`src/rtl/cpu_trace_pkg.sv`:
```
// Shared definitions for the retired-instruction trace buffer:
// FSM encoding and trace record layout.
package cpu_trace_pkg;

    localparam int unsigned STATE_W = 2;

    typedef enum logic [STATE_W-1:0] {
        ST_IDLE    = 2'd0,
        ST_ARMED   = 2'd1,
        ST_CAPTURE = 2'd2
    } trace_state_t;

    // Record layout, LSB first: pc, instr, alu, zero, carry, ovf
    localparam int unsigned PC_OFF = 0;

    function automatic int unsigned instr_off(input int unsigned dw);
        return dw;
    endfunction

    function automatic int unsigned alu_off(input int unsigned dw);
        return 2 * dw;
    endfunction

    function automatic int unsigned zero_off(input int unsigned dw);
        return 3 * dw;
    endfunction

    function automatic int unsigned carry_off(input int unsigned dw);
        return 3 * dw + 1;
    endfunction

    function automatic int unsigned ovf_off(input int unsigned dw);
        return 3 * dw + 2;
    endfunction

    function automatic int unsigned rec_w(input int unsigned dw);
        return 3 * dw + 3;
    endfunction

endpackage

```
`src/rtl/trace_fifo.sv`:
```
// Synchronous FIFO with a registered head output; a push is accepted while
// full when a pop happens in the same cycle.
module trace_fifo #(
    parameter int unsigned DEPTH = 16,
    parameter int unsigned WIDTH = 51
) (
    input  logic                       clk,
    input  logic                       reset,
    input  logic                       clear,
    input  logic                       push,
    input  logic [WIDTH-1:0]           push_data,
    input  logic                       pop,
    output logic                       full_c,
    output logic                       empty_c,
    output logic [$clog2(DEPTH):0]     count,
    output logic [WIDTH-1:0]           head_data,
    output logic                       head_valid
);

    localparam int unsigned AW = $clog2(DEPTH);
    localparam int unsigned CW = AW + 1;

    logic [WIDTH-1:0] mem [DEPTH];
    logic [AW-1:0]    wr_ptr, rd_ptr, rd_ptr_n;
    logic [CW-1:0]    count_n;
    logic [WIDTH-1:0] head_n;
    logic             push_ok, pop_ok;

    assign full_c  = (count == CW'(DEPTH));
    assign empty_c = (count == '0);
    assign pop_ok  = pop && !empty_c;
    assign push_ok = push && (!full_c || pop_ok);

    // Next head value is prepared so rd_data can be a plain register
    always_comb begin
        rd_ptr_n = rd_ptr + AW'(pop_ok);
        count_n  = count + CW'(push_ok) - CW'(pop_ok);
        head_n   = '0;
        if (count_n != '0) begin
            if (push_ok && (wr_ptr == rd_ptr_n))
                head_n = push_data;
            else
                head_n = mem[rd_ptr_n];
        end
    end

    always_ff @(posedge clk) begin
        if (push_ok && !clear)
            mem[wr_ptr] <= push_data;
    end

    always_ff @(posedge clk or negedge reset) begin
        if (!reset) begin
            wr_ptr     <= '0;
            rd_ptr     <= '0;
            count      <= '0;
            head_data  <= '0;
            head_valid <= 1'b0;
        end else if (clear) begin
            wr_ptr     <= '0;
            rd_ptr     <= '0;
            count      <= '0;
            head_data  <= '0;
            head_valid <= 1'b0;
        end else begin
            if (push_ok)
                wr_ptr <= wr_ptr + AW'(1);
            rd_ptr     <= rd_ptr_n;
            count      <= count_n;
            head_data  <= head_n;
            head_valid <= (count_n != '0);
        end
    end

endmodule

```
`src/rtl/cpu_trace_buffer.sv`:
```
// Captures one record per committed CPU instruction into a FIFO, optionally
// starting at a trigger PC, and serves records over a valid/ready port.
module cpu_trace_buffer
    import cpu_trace_pkg::*;
#(
    parameter int unsigned DEPTH  = 16,
    parameter int unsigned DATA_W = 16
) (
    input  logic                        clk,
    input  logic                        reset,
    input  logic                        clear,
    input  logic                        capture_en,
    input  logic                        trig_pc_en,
    input  logic [DATA_W-1:0]           trig_pc,
    input  logic                        commit,
    input  logic [DATA_W-1:0]           pc_in,
    input  logic [DATA_W-1:0]           instr_in,
    input  logic [DATA_W-1:0]           alu_in,
    input  logic                        zero_in,
    input  logic                        carry_in,
    input  logic                        ovf_in,
    output logic                        rd_valid,
    input  logic                        rd_ready,
    output logic [rec_w(DATA_W)-1:0]    rd_data,
    output logic [$clog2(DEPTH):0]      count,
    output logic                        overflow,
    output logic [STATE_W-1:0]          state
);

    localparam int unsigned REC_W = rec_w(DATA_W);

    trace_state_t     state_q, state_n;
    logic             trig_hit_c, wr_c, pop_c, full_c, empty_c;
    logic [REC_W-1:0] rec_c;

    assign trig_hit_c = trig_pc_en && commit && (pc_in == trig_pc);
    assign pop_c      = rd_ready && !empty_c && !clear;
    assign state      = state_q;

    always_comb begin
        rec_c = '0;
        rec_c[PC_OFF +: DATA_W]            = pc_in;
        rec_c[instr_off(DATA_W) +: DATA_W] = instr_in;
        rec_c[alu_off(DATA_W) +: DATA_W]   = alu_in;
        rec_c[zero_off(DATA_W)]            = zero_in;
        rec_c[carry_off(DATA_W)]           = carry_in;
        rec_c[ovf_off(DATA_W)]             = ovf_in;
    end

    always_ff @(posedge clk or negedge reset) begin
        if (!reset)
            state_q <= ST_IDLE;
        else
            state_q <= state_n;
    end

    always_comb begin
        state_n = state_q;
        if (clear) begin
            state_n = ST_IDLE;
        end else begin
            case (state_q)
                ST_IDLE:    if (capture_en) state_n = ST_ARMED;
                ST_ARMED: begin
                    if (!capture_en)
                        state_n = ST_IDLE;
                    else if (!trig_pc_en || trig_hit_c)
                        state_n = ST_CAPTURE;
                end
                ST_CAPTURE: if (!capture_en) state_n = ST_IDLE;
                default:    state_n = ST_IDLE;
            endcase
        end
    end

    // The triggering commit itself is the first record written
    always_comb begin
        wr_c = 1'b0;
        if (!clear) begin
            case (state_q)
                ST_ARMED:   wr_c = capture_en && trig_hit_c;
                ST_CAPTURE: wr_c = commit;
                default:    wr_c = 1'b0;
            endcase
        end
    end

    always_ff @(posedge clk or negedge reset) begin
        if (!reset)
            overflow <= 1'b0;
        else if (clear)
            overflow <= 1'b0;
        else if (wr_c && full_c && !pop_c)
            overflow <= 1'b1;
    end

    trace_fifo #(
        .DEPTH (DEPTH),
        .WIDTH (REC_W)
    ) u_fifo (
        .clk        (clk),
        .reset      (reset),
        .clear      (clear),
        .push       (wr_c),
        .push_data  (rec_c),
        .pop        (pop_c),
        .full_c     (full_c),
        .empty_c    (empty_c),
        .count      (count),
        .head_data  (rd_data),
        .head_valid (rd_valid)
    );

endmodule

```
`config.mk`:
```
export PLATFORM = sky130hd
export DESIGN_NAME = cpu_trace_buffer
export DESIGN_NICKNAME = d
export VERILOG_FILES = /design/src/rtl/cpu_trace_pkg.sv /design/src/rtl/trace_fifo.sv /design/src/rtl/cpu_trace_buffer.sv
export SDC_FILE = /design/constraint.sdc
export NUM_CORES = 1
export LEC_CHECK = 0
export BUFFER_PORTS_ARGS = -buffer_cell sky130_fd_sc_hd__buf_4
export CAP_MARGIN = 20
export CORE_ASPECT_RATIO = 0.9
export CORE_UTILIZATION = 55
export DETAILED_ROUTE_END_ITERATION = 10
export GPL_TIMING_DRIVEN = 0
export PLACE_DENSITY_LB_ADDON = 0.15
export SLEW_MARGIN = 25
export SYNTH_ARGS = -nofsm -noshare
export SYNTH_HDL_FRONTEND = slang
export SYNTH_HIERARCHICAL = 1
export SYNTH_SLANG_ARGS = --single-unit
```
`constraint.sdc`:
```
create_clock -name clk -period 5.6 [get_ports clk]
set_input_delay 1.12 -clock clk [delete_from_list [all_inputs] [get_ports clk]]
set_output_delay 1.12 -clock clk [all_outputs]
set_load 0.02 [all_outputs]
```
==> results.cfg <==
[run_status]
status = completed

[placement]
placed_cell_area_um2 = 37600
place_hpwl_mm = 50.5
place.port_buffers = 132
pre_cts_slack_ns = -0.271
place_congestion = 0.774

[grt]
grt_pass1_vias = 17600
grt_overflow = 0
grt_start_max_net_pins = 69
antenna_found_initial = 1
grt_pass1_wl_mm = 116
grt_usage_pct = 25.6

[synth]
syn_avg_cell_area_um2 = 21.6
synth_xor_xnor_area_share_pct = 0.838
synth_top_family_by_area = multiplexers
syn_nets = 1669
synth_seq_area_share_pct = 76.7
ys.flop_type = edfxtp_1
ys_types = 47
yosys.area.top_type = edfxtp_1
synth_edf_count = 816
synth_top_cells_by_count = edfxtp_1, mux4_2, dfrtp_1
synth-compound-area-share_pct = 3.62
post-synth-top-count-cell = edfxtp_1
muxShareOfSynthArea_pct = 15.0
ys_seq_elements = 884
async_flop_share_pct = 7.69
synth_fa_ha_area_share_pct = 0.571
synth_simple_gate_area_share_pct = 1.98
synth_area_um2 = 34200
synthTopCellsByArea = edfxtp_1, mux4_2, dfrtp_1, mux2i_1, a22o_1
synth_top_area_share_pct = 71.7
syn_inst = 1580
yosys_warnings = 6

[clocking]
root_buffer = clkbuf_16
post_cts.repair.setup_buffers = 0
cts_hold_buf = 0
worstSkewPairLatency_ns = 0.65
cts_tree = built
cts_resized = 0
h-tree-depth = 3
numCtsBuffers = 87
cts_buffer_depth = 3
cts_sinks = 884
clkSlewWorstSetupHoldPaths_ns = 0.06

[cells_and_area]
nets = 1948
fillers = 4005
syn2layout_area_growth_pct = 18.1
diodes = 0
final_area_um2 = 40400
drive_above_1_share_pct = 29.9

[floorplan]
core_area_um2 = 61300
fp-row-count = 86
io_pins = 134
start_util_pct = 55.7
dieWidth_um = 265
die_h_um = 239
fp.dieArea_um2 = 63200

[run]
drv_cap = 0

[detailed_routing]
drt_first_iter_violations = 1782
antenna_left = 0
wl_mm = 78.7
drt-wirelength-per-cell_um = 28.9
vias_per_cell = 6.34
via_count = 17200
drcViolationCount = 0
first_pass_iters = 5

[critical_path]
path_buf_inv = 3
max_stage_delay_ns = 0.73
cp-end-kind = flop
crit_family = simple AND/OR/NAND/NOR gates
critPathLaunchType = input pin
reg2reg_slack_ns = 0.45
cp_slowest_cell = nor3b_1
critPathRequiredTime_ns = 6.11
critPathArrivalTime_ns = 5.93
critical_path.cell_chain = buf_4 -> xnor2_1 -> nand4_1 -> nor2_1 -> nand2_2 -> o21ai_0 -> or2_1 -> o21ai_1 -> ha_1 -> fa_1 -> xnor2_1 -> nor3b_1 -> a311oi_4 -> buf_6 -> clkbuf_1 -> a22o_1
path_common_cell = xnor2_1
worstSetupPathType = in2reg
cp_max_fo = 18

[power]
p_leak_nw = 13.1
p_per_area_nw_per_um2 = 404
p_total_mw = 16.3
ir_drop_mv = 0.290

[sta]
slew_viol_final = 0
whs_ns = 0.547
finClkSkew_ns = 0.0229
setup_viol = 0
fin_crit_ns = 5.42
fmax_ghz = 0.185
fin_crit_sh_pct = 96.8
slew_headroom_pct = 27.6
rsz0062_at_grt = no
worst_pin_slew_ns = 1.09
setup_ws_ns = 0.180
hold_viol = 0

[min_path]
hp-class = in2async
==> registers in the layout, summed over array words and instances, names as in the netlist <==
name / cells
state: 2
u_fifo/wr_ptr: 4
u_fifo/head_valid: 1
u_fifo/rd_ptr: 4
u_fifo/mem: 816
u_fifo/head_data: 51
overflow: 1
u_fifo/count: 5
==> per-stage QoR <==
stage          utilization (%)  TNS (ns)  cells
2_1_floorplan                -         0   1580
3_3_place_gp              59.0  -2273.71   2504
5_1_grt                   65.8         0   2721
3_5_place_dp              61.3     -4.25   2562
6_report                  65.8         0   2721
4_1_cts                   65.8         0   2721
==> cells in the final DEF (no fill, tap or decap), types with 2 or more instances in the layout <==
cell type,n
o21ai_0,4
clkinv_4,3
buf_2,29
clkinv_2,15
dfrtp_1,68
a311oi_4,2
nor2b_1,6
a211oi_1,51
buf_6,17
nand4_1,3
inv_6,5
nor3_4,4
edfxtp_1,816
clkinvlp_4,2
buf_4,131
clkbuf_16,87
nor4b_1,2
clkbuf_8,2
bufinv_16,7
clkinv_8,2
clkbuf_1,63
nor2_1,15
nor2_4,12
xnor2_1,26
nand3_1,7
a22o_1,51
buf_8,9
ha_1,14
a21o_1,2
mux4_2,204
nand2_1,9
buf_16,36
a21oi_1,57
buf_12,2
clkinv_1,18
buf_1,7
mux2i_1,53
and2_1,51
inv_1,11
nand2b_1,4
==> area by class of cell <==
class,instances,area (um2),area share (%)
well taps,792,991,2.45
plain buffers,88,405,1.00
repair buffers,190,2280,5.66
clock inverters,53,490,1.21
inverters,11,41.3,0.102
flip-flops and latches,884,26200,64.9
multi-input cells,597,7690,19.0
clock buffers,106,2270,5.62
==> final timing paths <==
check,startpoint,endpoint,cells after the start
max,pc_in[9],u_fifo/head_data[39],16
min,reset,u_fifo/head_data[8],1
max reg2reg,u_fifo/count[2],u_fifo/head_data[22],16
min reg2reg,overflow,overflow,2
max in group asynchronous,reset,u_fifo/head_data[36],1
min in group clk,overflow,overflow,2
==> report_power, final <==
group | internal [mW] | switching [mW] | total (mW)
sequential | 7.39 | 0.0781 | 7.47
clock | 3.22 | 2.44 | 5.66
combinational | 1.51 | 1.66 | 3.17
==> routing by layer <==
metal  vias up  track usage (%)  part of all wire (%)
li1       7152                -                     -
met1      9242             37.5                    42
met2       715             40.0                    48
met3       129             4.93                   7.3
met4         2             7.50                   2.5
met5         -                0                 0.019
==> cell families (layout without fill, tap and decap cells) <==
kind of cell    after synthesis  after routing
compound gates              174            174
xor+xnor                     29             29
fa+ha+maj                    15             15
buf+inv                      99            448
flops                       884            884
mux                         258            258
simple gates                121            121
(Power assumes the default switching activity.)
